==> src/rtl/writeback_regfile_pkg.sv <==
// Shared widths, register-file constants and control encodings for the MEM/WB
// writeback path.
package writeback_regfile_pkg;

  localparam int unsigned WORD       = 32;
  localparam int unsigned ADDR_WIDTH = 4;
  localparam int unsigned NUM_REGS   = 16;

  // Highest index is the PC; it is read from pc_i and never written here.
  localparam logic [ADDR_WIDTH-1:0] PC_ADDR = ADDR_WIDTH'(NUM_REGS - 1);

  typedef enum logic {
    REG_WRITE_DISABLE = 1'b0,
    REG_WRITE_ENABLE  = 1'b1
  } reg_file_write_sig;

  typedef enum logic {
    WB_FROM_ALU = 1'b0,
    WB_FROM_MEM = 1'b1
  } wb_data_source;

  typedef enum logic [2:0] {
    LD_WORD  = 3'd0,
    LD_UBYTE = 3'd1,
    LD_SBYTE = 3'd2,
    LD_UHALF = 3'd3,
    LD_SHALF = 3'd4
  } load_extend_sig;

endpackage

==> src/rtl/writeback_regfile_load_extender.sv <==
// Load-data extension: selects byte/halfword/word from the raw memory word and
// zero- or sign-extends it to a full register word.
module load_extender
  import writeback_regfile_pkg::*;
(
  input  logic [WORD-1:0] raw_i,
  input  load_extend_sig  size_i,
  output logic [WORD-1:0] data_o
);

  always_comb begin
    data_o = raw_i;
    case (size_i)
      LD_UBYTE: data_o = {{(WORD-8){1'b0}}, raw_i[7:0]};
      LD_SBYTE: data_o = {{(WORD-8){raw_i[7]}}, raw_i[7:0]};
      LD_UHALF: data_o = {{(WORD-16){1'b0}}, raw_i[15:0]};
      LD_SHALF: data_o = {{(WORD-16){raw_i[15]}}, raw_i[15:0]};
      default:  data_o = raw_i;
    endcase
  end

endmodule

==> src/rtl/writeback_regfile.sv <==
// MEM/WB pipeline register, register file and DECODE read ports with
// write-through bypass; also drives the WB forwarding triple.
module writeback_regfile
  import writeback_regfile_pkg::*;
(
  input  logic                  clk_i,
  input  logic                  rst_i,
  input  logic                  stall_i,
  input  logic                  flush_i,
  input  reg_file_write_sig     reg_write_en_MEM_i,
  input  logic [ADDR_WIDTH-1:0] reg_dest_MEM_i,
  input  wb_data_source         wb_src_MEM_i,
  input  load_extend_sig        load_size_MEM_i,
  input  logic [WORD-1:0]       alu_result_MEM_i,
  input  logic [WORD-1:0]       mem_rdata_MEM_i,
  input  logic [WORD-1:0]       pc_i,
  input  logic [ADDR_WIDTH-1:0] reg_addr_1_i,
  input  logic [ADDR_WIDTH-1:0] reg_addr_2_i,
  input  logic [ADDR_WIDTH-1:0] reg_addr_3_i,
  output logic [WORD-1:0]       reg_data_1_o,
  output logic [WORD-1:0]       reg_data_2_o,
  output logic [WORD-1:0]       reg_data_3_o,
  output logic [WORD-1:0]       reg_data_WB_o,
  output logic [ADDR_WIDTH-1:0] reg_dest_WB_o,
  output reg_file_write_sig     reg_write_en_WB_o
);

  logic [WORD-1:0]       ext_data;
  logic [WORD-1:0]       wb_in_data;
  reg_file_write_sig     wb_we_q, wb_we_d;
  logic [ADDR_WIDTH-1:0] wb_dest_q, wb_dest_d;
  logic [WORD-1:0]       wb_data_q, wb_data_d;
  logic                  written_q, written_d;
  logic [WORD-1:0]       regs_q [NUM_REGS];
  logic [WORD-1:0]       regs_d [NUM_REGS];
  logic                  commit;
  logic [ADDR_WIDTH-1:0] rd_addr [3];
  logic [WORD-1:0]       rd_data [3];

  load_extender u_load_extender (
    .raw_i  (mem_rdata_MEM_i),
    .size_i (load_size_MEM_i),
    .data_o (ext_data)
  );

  always_comb begin
    wb_in_data = alu_result_MEM_i;
    if (wb_src_MEM_i == WB_FROM_MEM) wb_in_data = ext_data;
  end

  // A held WB entry commits once; written_q suppresses repeats while stalled.
  always_comb begin
    commit = (wb_we_q == REG_WRITE_ENABLE) && (wb_dest_q != PC_ADDR) && !written_q;
  end

  always_comb begin
    wb_we_d   = wb_we_q;
    wb_dest_d = wb_dest_q;
    wb_data_d = wb_data_q;
    written_d = written_q;
    if (flush_i) begin
      wb_we_d = REG_WRITE_DISABLE;
    end else if (stall_i) begin
      written_d = written_q | commit;
    end else begin
      wb_we_d   = reg_write_en_MEM_i;
      wb_dest_d = reg_dest_MEM_i;
      wb_data_d = wb_in_data;
      written_d = 1'b0;
    end
  end

  always_comb begin
    regs_d = regs_q;
    if (commit) regs_d[wb_dest_q] = wb_data_q;
  end

  always_ff @(posedge clk_i or posedge rst_i) begin
    if (rst_i) begin
      wb_we_q   <= REG_WRITE_DISABLE;
      wb_dest_q <= '0;
      wb_data_q <= '0;
      written_q <= 1'b0;
      for (int unsigned i = 0; i < NUM_REGS; i++) regs_q[i] <= '0;
    end else begin
      wb_we_q   <= wb_we_d;
      wb_dest_q <= wb_dest_d;
      wb_data_q <= wb_data_d;
      written_q <= written_d;
      regs_q    <= regs_d;
    end
  end

  always_comb begin
    rd_addr[0] = reg_addr_1_i;
    rd_addr[1] = reg_addr_2_i;
    rd_addr[2] = reg_addr_3_i;
  end

  // PC first, then a not-yet-committed WB write, then the array.
  always_comb begin
    for (int unsigned p = 0; p < 3; p++) begin
      rd_data[p] = regs_q[rd_addr[p]];
      if (rd_addr[p] == PC_ADDR) begin
        rd_data[p] = pc_i;
      end else if (commit && (wb_dest_q == rd_addr[p])) begin
        rd_data[p] = wb_data_q;
      end
    end
  end

  always_comb begin
    reg_data_1_o      = rd_data[0];
    reg_data_2_o      = rd_data[1];
    reg_data_3_o      = rd_data[2];
    reg_data_WB_o     = wb_data_q;
    reg_dest_WB_o     = wb_dest_q;
    reg_write_en_WB_o = wb_we_q;
  end

endmodule
==> config.mk <==
export PLATFORM = sky130hd
export DESIGN_NAME = writeback_regfile
export DESIGN_NICKNAME = d
export VERILOG_FILES = /design/src/rtl/writeback_regfile_pkg.sv /design/src/rtl/writeback_regfile_load_extender.sv /design/src/rtl/writeback_regfile.sv
export SDC_FILE = /design/constraint.sdc
export NUM_CORES = 1
export LEC_CHECK = 0
export BUFFER_PORTS_ARGS = -buffer_cell sky130_fd_sc_hd__buf_2
export CAP_MARGIN = 30
export CORE_MARGIN = 8
export CORE_UTILIZATION = 30
export DETAILED_ROUTE_END_ITERATION = 6
export GPL_TIMING_DRIVEN = 0
export PLACE_DENSITY = 0.53
export SETUP_SLACK_MARGIN = 0.1
export SYNTH_ARGS = -nofsm -noshare
export SYNTH_HDL_FRONTEND = slang
export SYNTH_SLANG_ARGS = --single-unit
==> constraint.sdc <==
create_clock -name clk_i -period 21.7 [get_ports clk_i]
set_input_delay 2.17 -clock clk_i [delete_from_list [all_inputs] [get_ports clk_i]]
set_output_delay 2.17 -clock clk_i [all_outputs]
set_load 0.01 [all_outputs]
## Yosys cells after proc, flatten, opt, wreduce, memory -nomap -nowiden

Cells that the tools add are included.

- Memory bits (writable): 0
- Register bits after elaboration: 550
- ROM bits: 0
- Input port bits: 121
- Logic and storage cells: 75
- Memories kept: 0
- Output and inout bits: 133
- Latch bits: 0

- Divide/modulo/power cells: 0
- $mul: 0
- Add/subtract/negate cells: 0
- Bitwise logic cells: 7
- Reductions and logical operators: 8
- Multiplexer cells: 23
- Shift-type cells: 0
- Magnitude comparators: 5
- Eq/ne operators: 12

Operator list:

| cell | number |
|---|---|
| bitwise mux 512 bit | 1 |
| two-way mux 32 bit | 14 |
| binary-select mux 32 bit (select 4 bit) | 3 |
| demux 32 bit (select 4 bit) | 1 |
| one-hot mux 32 bit (4 select lines) | 1 |
| greater-or-equal comparator 5 bit (second input constant) | 4 |
| inverter 4 -> 5 bit | 4 |
| == test 4 bit | 3 |
| == test 4 bit (second input constant) | 3 |
| == test 3 x 2 -> 1 bit (second input constant) | 2 |
| logical AND 1 bit | 6 |
| less-than comparator 5 x 1 -> 1 bit (second input constant) | 1 |
| != test 4 bit (second input constant) | 1 |
| == test 3 x 1 -> 1 bit (second input constant) | 1 |
| == test 3 bit (second input constant) | 1 |
| two-way mux 1 bit | 3 |
| != test 2 x 1 -> 1 bit (second input constant) | 1 |
| inverter 1 bit | 2 |
| AND reduction 2 bit | 1 |
| logical NOT 1 bit | 1 |
| OR 1 bit | 1 |

## Depth between registers and ports, before layout

- Word-level depth: 6
- Gate-level depth with buffers: 8
- Gate-level depth less buffers: 4

## By module

From an unflattened synthesis, not the netlist that was laid out.

- Cells, all modules: 2488
- Area total of the unflattened synthesis: 34640.7 um^2

By module, submodules not included:

| module | instances | area an instance (um^2) | cells an instance | seq. area each (um^2) |
|---|---|---|---|---|
| writeback_regfile | 1 | 33833.7 | 2372 | 13763.2 |
| load_extender | 1 | 807.0 | 116 | 0.0 |

## Worst setup path after synthesis

No wires, ideal clock.

- Kind: input -> output
- From: in reg_addr_3_i[0]
- To: out reg_data_3_o[19]
- Stages: 6
- Buffers on the path: 3
- Required time: 19.530 ns
- Path slack: 15.929 ns
- Data arrival time: 3.601 ns
- Cells stage by stage: buf_6 buf_6 buf_2 mux4_2 a221oi_2 a21oi_1

- Word-level cells in the longest chain between the ends: 6
- Elaborated cells on any way between the ends: 9
- Classes of those cells: eq/ne: 2; mux: 5; bitwise: 1; reduce/logical: 1

RTL lines:

| what | line | text |
|---|---|---|
| start, declared | writeback_regfile.sv:19 | `input logic [ADDR_WIDTH-1:0] reg_addr_3_i,` |
| inverter 4 -> 5 bit (implied by the code) | writeback_regfile.sv:103 | `rd_data[p] = regs_q[rd_addr[p]];` |
| binary-select mux 32 bit (select 4 bit) | writeback_regfile.sv:103 |  |
| two-way mux 32 bit (implied by the code) (2 in series) | writeback_regfile.sv:103 |  |
| two-way mux 32 bit | writeback_regfile.sv:106 | `end else if (commit && (wb_dest_q == rd_addr[p])) begin` |
| two-way mux 32 bit * | writeback_regfile.sv:104 | `if (rd_addr[p] == PC_ADDR) begin` |
| end, declared | writeback_regfile.sv:22 | `output logic [WORD-1:0] reg_data_3_o,` |

Mark *: on every way between the ends. The rest lies on a longest branch, timed or not. The select of a mux whose other input is x is not followed.

## Worst setup path after layout

- From: in reg_addr_2_i[2]
- To: out reg_data_2_o[9]

- Word-level cells in the longest chain between the ends: 6
- Elaborated cells on any way between the ends: 9
- Classes of those cells: eq/ne: 2; mux: 5; bitwise: 1; reduce/logical: 1

RTL lines:

| what | line | text |
|---|---|---|
| start, declared | writeback_regfile.sv:18 | `input logic [ADDR_WIDTH-1:0] reg_addr_2_i,` |
| inverter 4 -> 5 bit (implied by the code) | writeback_regfile.sv:103 |  |
| binary-select mux 32 bit (select 4 bit) | writeback_regfile.sv:103 |  |
| two-way mux 32 bit (implied by the code) (2 in series) | writeback_regfile.sv:103 |  |
| two-way mux 32 bit | writeback_regfile.sv:106 |  |
| two-way mux 32 bit * | writeback_regfile.sv:104 |  |
| end, declared | writeback_regfile.sv:21 | `output logic [WORD-1:0] reg_data_2_o,` |

Marks and branches as above.

==> flow_metrics.tcl <==
set metrics [dict create \
    place_congestion 0.936 \
    hpwlAfterDp_um 106000 \
    final_cells 4278 \
    die_y_um 353 \
    crit_start "reg_addr_2_i[2]" \
    synth_area_mm2 0.0340 \
    worst-endpoint-required_ns 19.53 \
    ir_drop_uv 50.3 \
    ys_seq_area_share_pct 40.4 \
    initial_core_util_pct 30.3 \
    nNetsFinal 2843 \
    synth_seq_cells 550 \
    rsz0062_at_grt "false" \
    postRouteAntennaNets 0 \
    path_class "primary input to output pin" \
    grt_max_degree 124 \
    wl_per_cell_um 34.5 \
    hp-start "regs_q[27]" \
    syn_inst 2371 \
    regToRegStartpoint "reg_write_en_WB_o" \
    period_minus_slack_ns 7.19 \
    drtPass1Iterations 5 \
    wirelength_um 148000 \
    setup_slack_ns 14.51 \
    slew_headroom_pct 23.1 \
    skew_ns 0.0260 \
    cts_tree "yes" \
    routed-wl-met3_um 18600 \
    drive_above_1_share_pct 51.4 \
    grt_antenna_before_repair 11 \
    grtUsageTotal_pct 22.9 \
    insertion_delay_ns 0.63 \
    leakage_nw 17.3 \
    place_ws_ns 14.70 \
    rows 123 \
    grt_overflow 0 \
    power_density_mw_per_mm2 92.7 \
    dr_wl_met2_um 63400 \
    tns_ns 0 \
    finalSetupViolCount 0 \
    finalCritPeriodShare_pct 33.2 \
    vias 26400 \
    cts_buffer_depth 3 \
    cts_setup_buffers 0 \
    drv_slew 0 \
    final_core_util_pct 35.6 \
    path_max_fanout 10 \
    cts_made_buffers 69 \
    syn_avg_cell_area_um2 14.4 \
    wl_met1_um 58900 \
    synth_cell_types 52 \
    routed_via_density 6.18 \
    die_width_um 353 \
    fmax_ghz 0.139 \
    status "complete, no violations" \
    synth_nets 2492 \
    critPathArrivalTime_ns 5.02 \
    grt_pass1_wl_um 208000 \
    worstSetupEndpointType "output pin" \
    cap_violations 0 \
    core-area_mm2 0.112 \
    route.detailed.drc 0 \
    area_growth_pct 17.6 \
    ys.warnings.count 0 \
    die_area_mm2 0.125 \
    setup.worst_path.start_class "primary input" \
    finalHoldViolations 0 \
    ios 254 \
    htreeDepth 3 \
    port_buffers 244 \
    cts_hold_buf 0 \
    ctsResizeCount 0 \
    path_clk_slew_ns 0.05 \
    placed_cells 4142 \
    cts_num_sinks 550 \
    power_mw 3.71 \
    top_layer_used "met5" \
    grt_pass1_vias 27200 \
    hold_class "flop to flop" \
    cts_root_buf "clkbuf_16" \
    drt_iter0_markers 3120 \
    worstMarginPinSlew_ns 1.15 \
]
-- worst max-delay path, stage by stage --
cell and delay (ns):
buf_2 0.25, buf_2 0.28, buf_2 0.34, nand4_1 0.51
clkbuf_1 0.56, o221ai_1 0.21, o221a_1 0.46, buf_2 0.22
-- final timing paths --
check                      cells after the start  slack (ns)           endpoint
min reg2reg                                    1        0.49         regs_q[27]
max                                            8       14.51    reg_data_2_o[9]
min in group asynchronous                      2        1.60         regs_q[66]
max reg2reg                                    6       19.01        regs_q[115]
min                                            1        0.49         regs_q[27]
max in group asynchronous                      5       18.29  reg_data_WB_o[16]
-- flip-flops by register name, summed over array words and instances (netlist names) --
| register | cells |
|---|---|
| written_q | 1 |
| reg_dest_WB_o | 4 |
| reg_data_WB_o | 32 |
| reg_write_en_WB_o | 1 |
| regs_q | 512 |
-- final cells by class --
cell class	instances	area, um^2
fill	10900	72500
inverter	4	22.5
clock inverter	23	272
tap	1500	1880
clock buffer	102	2030
timing repair buffer	280	1810
antenna	2	5.00
sequential	550	13800
buffer	338	1630
multi-input combinational	1479	18600
-- cell usage after synthesis, drive strengths merged --
cell / number / area, um^2
and2: 2 / 12.5
or2: 5 / 31.3
nand3b: 2 / 15.0
xor2: 1 / 8.76
a22oi: 6 / 45.0
a221oi: 30 / 357
and2b: 1 / 7.51
nor2: 32 / 120
o221ai: 60 / 526
a21o: 15 / 113
nand2: 47 / 176
nand2b: 6 / 37.5
o21a: 3 / 22.5
a21oi: 40 / 200
nor3b: 4 / 50.1
dfrtp: 550 / 13800
o21ai: 29 / 145
mux2: 478 / 5380
o31ai: 8 / 60.1
mux4: 384 / 8690
buf: 163 / 968
o22ai: 121 / 757
clkbuf: 175 / 657
a221o: 5 / 50.1
a311o: 2 / 20.0
nand4: 8 / 62.6
nor2b: 8 / 50.1
a311oi: 14 / 123
and4: 4 / 35.0
a22o: 32 / 280
nand3: 9 / 45.0
xnor2: 12 / 120
a31oi: 2 / 12.5
o32ai: 30 / 263
o221a: 60 / 676
mux2i: 9 / 90.1
inv: 4 / 15.0
and3: 3 / 18.8
nor3: 7 / 40.0
-- cell usage in the layout, fill, tap and decap left out, types with 15 or more instances in the layout --
cell	instances
a21o_1	15
a21oi_1	40
a221oi_1	15
a221oi_2	15
a22o_1	32
buf_2	362
buf_4	16
buf_6	19
buf_8	23
clkbuf_1	193
clkbuf_16	72
dfrtp_1	550
mux2_1	21
mux2_2	457
mux4_2	374
nand2_1	47
nor2_1	32
o21ai_0	28
o221a_1	29
o221a_2	31
o221ai_1	60
o22ai_1	121
o32ai_1	30
-- per-layer routing --
layer	vias to the layer above	track usage, %
met5	-	0.0769
met4	2	9.51
met3	347	10.5
met2	1693	33.4
met1	14000	29.4
li1	10400	-
-- metrics by stage --
stage          hold slack [ns]  area [um^2]
3_3_place_gp             0.479        37100
6_report                 0.493        40000
3_5_place_dp             0.485        37600
4_1_cts                  0.499        39900
2_1_floorplan            0.454        34000
5_1_grt                  0.523        40000
-- cell families (layout without fill, tap and decap cells) --
kind of cell,count (synthesis),after routing,synth area share (%)
buffers and inverters,342,747,4.82
AOI/OAI and AO/OA,457,457,10.7
DFF,550,550,40.4
muxes,871,871,41.6
xor gates and xnor gates,13,13,0.379
and+or+nand+nor,138,138,2.06
other,0,2,0
-- report_power, final --
part           total (mW)  switching, mW  internal [mW]
sequential           1.45          0.212           1.24
combinational        1.06          0.489          0.574
clock                1.19          0.483          0.711
No activity file was read; power rests on OpenSTA's default activity.
